**config.mk**
```make
export PLATFORM = sky130hd
export DESIGN_NAME = peripheral_bus
export DESIGN_NICKNAME = d
export VERILOG_FILES = /design/src/rtl/peripheral_bus.sv
export SDC_FILE = /design/constraint.sdc
export NUM_CORES = 1
export LEC_CHECK = 0
export ABC_AREA = 0
export CAP_MARGIN = 20
export CORE_UTILIZATION = 35
export CTS_CLUSTER_SIZE = 12
export DETAILED_ROUTE_END_ITERATION = 7
export GPL_TIMING_DRIVEN = 0
export PLACE_DENSITY = 0.68
export SETUP_SLACK_MARGIN = 0.2
export SLEW_MARGIN = 20
export SYNTH_ARGS = -nofsm -noshare
export SYNTH_HDL_FRONTEND = slang
export SYNTH_SLANG_ARGS = --single-unit
```
**constraint.sdc**
```tcl
create_clock -name clk -period 6.7 [get_ports clk]
set_input_delay 0.67 -clock clk [delete_from_list [all_inputs] [get_ports clk]]
set_output_delay 0.67 -clock clk [all_outputs]
set_load 0.005 [all_outputs]
```
**src/rtl/peripheral_bus.sv**
```systemverilog
// Memory-mapped timer / LED / 7-seg / switch block on the CPU load/store bus.
// Optional free-running cycle counter at offset 0x18 when SYSTICK_EN is defined.
module peripheral_bus #(
   parameter logic [31:0] BASE_ADDR = 32'h4000_0000,
   parameter int          LED_W     = 8,
   parameter int          SW_W      = 8
) (
   input  logic              clk,
   input  logic              reset,
   input  logic [31:0]       Address,
   input  logic [31:0]       Write_data,
   input  logic              MemRead,
   input  logic              MemWrite,
   output logic [31:0]       Read_data,
   input  logic [SW_W-1:0]   switch,
   output logic [LED_W-1:0]  led,
   output logic [11:0]       digi,
   output logic              irqout
);

   // Register word indices (Address[7:2])
   localparam logic [5:0] OFS_TH      = 6'h00;
   localparam logic [5:0] OFS_TL      = 6'h01;
   localparam logic [5:0] OFS_TCON    = 6'h02;
   localparam logic [5:0] OFS_LED     = 6'h03;
   localparam logic [5:0] OFS_SWITCH  = 6'h04;
   localparam logic [5:0] OFS_DIGI    = 6'h05;
`ifdef SYSTICK_EN
   localparam logic [5:0] OFS_SYSTICK = 6'h06;
`endif

   localparam logic [31:0] ALL_ONES = 32'hFFFF_FFFF;

   logic [31:0]      th_reg,   th_next;
   logic [31:0]      tl_reg,   tl_next;
   logic [2:0]       tcon_reg, tcon_next;
   logic [LED_W-1:0] led_reg,  led_next;
   logic [11:0]      digi_reg, digi_next;
   logic [SW_W-1:0]  sw_meta_reg;
   logic [SW_W-1:0]  sw_sync_reg;
`ifdef SYSTICK_EN
   logic [31:0]      systick_reg;
`endif

   logic        hit;
   logic [5:0]  word;
   logic        wr_en;
   logic        wr_th, wr_tl, wr_tcon, wr_led, wr_digi;
   logic        tl_max;
   logic        overflow;
   logic        irq_set;
   logic [31:0] led_ext;
   logic [31:0] sw_ext;
   logic [31:0] read_data;
   logic        unused_addr_bits;

   assign hit              = (Address[31:8] == BASE_ADDR[31:8]);
   assign word             = Address[7:2];
   assign unused_addr_bits = &{1'b0, Address[1:0]};

   // ---------------------------------------------------------------
   // Write decode
   // ---------------------------------------------------------------
   always_comb begin
      wr_en   = MemWrite && hit;
      wr_th   = 1'b0;
      wr_tl   = 1'b0;
      wr_tcon = 1'b0;
      wr_led  = 1'b0;
      wr_digi = 1'b0;
      if (wr_en) begin
         case (word)
            OFS_TH:   wr_th   = 1'b1;
            OFS_TL:   wr_tl   = 1'b1;
            OFS_TCON: wr_tcon = 1'b1;
            OFS_LED:  wr_led  = 1'b1;
            OFS_DIGI: wr_digi = 1'b1;
            default:  ;
         endcase
      end
   end

   // ---------------------------------------------------------------
   // Timer next-state
   // ---------------------------------------------------------------
   always_comb begin
      tl_max   = (tl_reg == ALL_ONES);
      overflow = tcon_reg[0] && tl_max;
      irq_set  = overflow && tcon_reg[1];

      th_next = th_reg;
      if (wr_th) begin
         th_next = Write_data;
      end

      // A bus store to TL beats the count; a wrap reloads the pre-store TH.
      tl_next = tl_reg;
      if (wr_tl) begin
         tl_next = Write_data;
      end else if (tcon_reg[0]) begin
         if (tl_max) begin
            tl_next = th_reg;
         end else begin
            tl_next = tl_reg + 32'd1;
         end
      end

      // Status set by a wrap is never lost to a simultaneous software clear.
      tcon_next = tcon_reg;
      if (wr_tcon) begin
         tcon_next = {Write_data[2] | irq_set, Write_data[1:0]};
      end else begin
         tcon_next = {tcon_reg[2] | irq_set, tcon_reg[1:0]};
      end
   end

   // ---------------------------------------------------------------
   // Output register next-state
   // ---------------------------------------------------------------
   always_comb begin
      led_next  = led_reg;
      digi_next = digi_reg;
      if (wr_led) begin
         led_next = Write_data[LED_W-1:0];
      end
      if (wr_digi) begin
         digi_next = Write_data[11:0];
      end
   end

   // ---------------------------------------------------------------
   // State registers
   // ---------------------------------------------------------------
   always_ff @(posedge clk or posedge reset) begin
      if (reset) begin
         th_reg   <= '0;
         tl_reg   <= '0;
         tcon_reg <= '0;
         led_reg  <= '0;
         digi_reg <= '0;
      end else begin
         th_reg   <= th_next;
         tl_reg   <= tl_next;
         tcon_reg <= tcon_next;
         led_reg  <= led_next;
         digi_reg <= digi_next;
      end
   end

   // Two-flop synchroniser for the asynchronous board switches
   always_ff @(posedge clk or posedge reset) begin
      if (reset) begin
         sw_meta_reg <= '0;
         sw_sync_reg <= '0;
      end else begin
         sw_meta_reg <= switch;
         sw_sync_reg <= sw_meta_reg;
      end
   end

`ifdef SYSTICK_EN
   always_ff @(posedge clk or posedge reset) begin
      if (reset) begin
         systick_reg <= '0;
      end else begin
         systick_reg <= systick_reg + 32'd1;
      end
   end
`endif

   // ---------------------------------------------------------------
   // Combinational read mux
   // ---------------------------------------------------------------
   always_comb begin
      led_ext              = '0;
      led_ext[LED_W-1:0]   = led_reg;
      sw_ext               = '0;
      sw_ext[SW_W-1:0]     = sw_sync_reg;
   end

   always_comb begin
      read_data = 32'h0;
      if (MemRead && hit) begin
         case (word)
            OFS_TH:      read_data = th_reg;
            OFS_TL:      read_data = tl_reg;
            OFS_TCON:    read_data = {29'd0, tcon_reg};
            OFS_LED:     read_data = led_ext;
            OFS_SWITCH:  read_data = sw_ext;
            OFS_DIGI:    read_data = {20'd0, digi_reg};
`ifdef SYSTICK_EN
            OFS_SYSTICK: read_data = systick_reg;
`endif
            default:     read_data = 32'h0;
         endcase
      end
   end

   assign Read_data = read_data;
   assign led       = led_reg;
   assign digi      = digi_reg;
   assign irqout    = tcon_reg[1] & tcon_reg[2];

endmodule

```
==> run metrics <==
Worst Path Required 6.03 ns; CTS tree done; IO Pins 129; final instance area 7570 sq um; Port-buffer cells 124; Die Ht 130 um; Final nets 782; Pins Over Slew Limit 0; H-tree Lvls 3; Final Hold Vio Count 0; crit end category primary output; fmax 223 MHz; min Tclk post-route 4.48 ns; share of cells above drive strength 1 0.146; Crit Path Class primary input to primary output; Worst Path Arrival 3.81 ns; Mean Syn Cell Area 10.0 sq um; Syn Nets 646; row count 46; global route overflow 0; initial DRC count 390; Final Util 0.476; most frequent cells in the layout clkdlybuf4s50_1 (124), dfrtp_1 (103), mux2_2 (63); drc violations 0; Synth area leaders dfrtp_1 (45%), mux2_2 (12%), nor2_1 (3.9%); initial antenna violation count 0; Top FF cell, synth dfrtp_1; pin count of the biggest net entering global routing 54; endpoints failing setup 0; clock buffer depth 2; FF+latch count, synth 103; clk sinks 103; GRT Util Overall 0.226; Root Buffer Master clkbuf_16; status completed; Hold WC Path Type flop to flop; most common cell after layout, fill and taps aside clkdlybuf4s50_1; wire length per cell 19.6 um; DRT antenna net count 0; FFs w/ async S/R, synth 1.00; area grow syn2layout 32.5%; vias per cell 5.64; Clock Latency Late Sink 0.36 ns; vias in the first global route 5319; Final GP Congestion 0.913; Worst Clk Skew 0.0128 ns; post-cts hold buffer count 0; first-pass GRT wire length 28.6 mm; dpl cell area 7250 sq um; Setup Buffers After CTS 0; PwrDens 168 nW/um^2; CP Max Fanout 10; LEAKAGE 3.17 nW; Max-slew headroom 0.455; Die Span X 130 um; core area 15900 sq um; WHS 0.350 ns; mapped cell area 5710 sq um; RSZ-0062 raised after global routing no; number of flops mapped to enable cells by yosys 0; # resized after CTS 0; maximum vdd ir drop 140 uV; diodes inserted 0; period utilization 0.669; Clk pin slew, worst setup/hold paths 0.07 ns; Worst Setup Start Kind primary input; Cell variety after synth 59; Num CTS Buffers 9; Yosys warnings 0; Worst Max-Slew Pin Slew 0.810 ns; via count 5223; die area 16800 sq um; max cap viols 0; setup TNS 0 ns; Detail Placement HPWL 13.0 mm; Yosys top cell area share 0.451; Synth area leader dfrtp_1; Detailed Routing Iterations Pass 1 5; Seq/Total Area, Yosys 0.451; cell count after synthesis 569; final wirelength 18.2 mm; Initial Util 0.359
==> synth_stat cells (2+ instances only) <==
master	instances
a31oi_1	6
dfrtp_1	103
nand2_1	35
clkbuf_1	20
and4_1	6
a22oi_1	20
o21ai_0	19
mux2i_1	21
nor2_1	59
or2_2	2
a32oi_1	4
a21o_1	7
nand4_1	10
xnor2_1	10
buf_1	4
a211oi_1	7
buf_2	7
or4_1	3
and3_1	14
mux2_2	63
a211o_1	5
nor3_1	14
xor2_1	5
o211ai_1	5
clkbuf_8	2
o22ai_1	7
a21oi_1	31
inv_1	7
or3_1	3
nor2b_1	2
buf_4	2
nand2b_1	5
a41oi_1	2
buf_6	3
a2111oi_0	2
nor4_1	11
nand3_1	21
==> logic make-up (layout without fill, tap and decap cells) <==
logic type | after synthesis | after routing | synth area share
AOI/OAI and AO/OA | 124 | 124 | 0.143
xor gates and xnor gates | 15 | 15 | 0.0230
adders and majority gates | 1 | 1 | 0.00219
buffers and inverters | 46 | 187 | 0.0405
DFF | 103 | 103 | 0.451
muxes | 84 | 84 | 0.161
and+or+nand+nor | 196 | 196 | 0.179
==> path summary, 6_finish.rpt <==
path,startpoint,end,slack (ns),depth (start not counted)
hold / removal,sw_meta_reg[6]$_DFF_PP0_,sw_sync_reg[6]$_DFF_PP0_,0.35,0
setup / recovery,Address[5],Read_data[1],2.22,8
min in group asynchronous,reset,led[5]$_DFFE_PP0P_,0.72,2
hold reg to reg,sw_meta_reg[6]$_DFF_PP0_,sw_sync_reg[6]$_DFF_PP0_,0.35,0
setup reg to reg,tl_reg[0]$_DFFE_PP0P_,tl_reg[7]$_DFFE_PP0P_,3.92,7
max in group asynchronous,reset,tl_reg[26]$_DFFE_PP0P_,5.33,3
==> critical path: stages <==
cell and delay (ns):
clkdlybuf4s50_1 0.41, or3_1 0.37, clkbuf_1 0.18, nor4_1 0.64
clkbuf_1 0.59, a222oi_1 0.14, a21oi_1 0.26, clkdlybuf4s50_1 0.54
==> metal layers <==
layer | track usage | up-vias | wire, um
met5 | 0 | - | 0
met2 | 0.377 | 236 | 8780
met4 | 0.0711 | 0 | 309
met1 | 0.293 | 2568 | 7750
li1 | - | 2392 | -
met3 | 0.0484 | 27 | 1350
==> final cells by class <==
cell class	instances	area (sq um)
fillers	1486	8320
multi-input cells	420	2900
flip-flops and latches	103	2580
repair buffers	125	1270
well taps	216	270
clock buffers	10	239
plain buffers	38	201
clock inverters	6	72.6
inverters	8	35.0
==> report_power, final <==
| part | total [mW] | internal [mW] | switching, mW |
|---|---|---|---|
| combinational | 0.0799 | 0.0448 | 0.0351 |
| clock | 0.564 | 0.306 | 0.258 |
| sequential | 0.627 | 0.626 | 0.00135 |
==> per-stage QoR <==
step           power (mW)  cells  setup WS (ns)
6_report             1.27    926           2.22
3_3_place_gp        0.716    909           1.84
5_1_grt              1.31    926           2.04
4_1_cts              1.28    926           2.28
2_1_floorplan       0.661    569           3.33
3_5_place_dp        0.720    910           2.31
(Power assumes the default switching activity.)
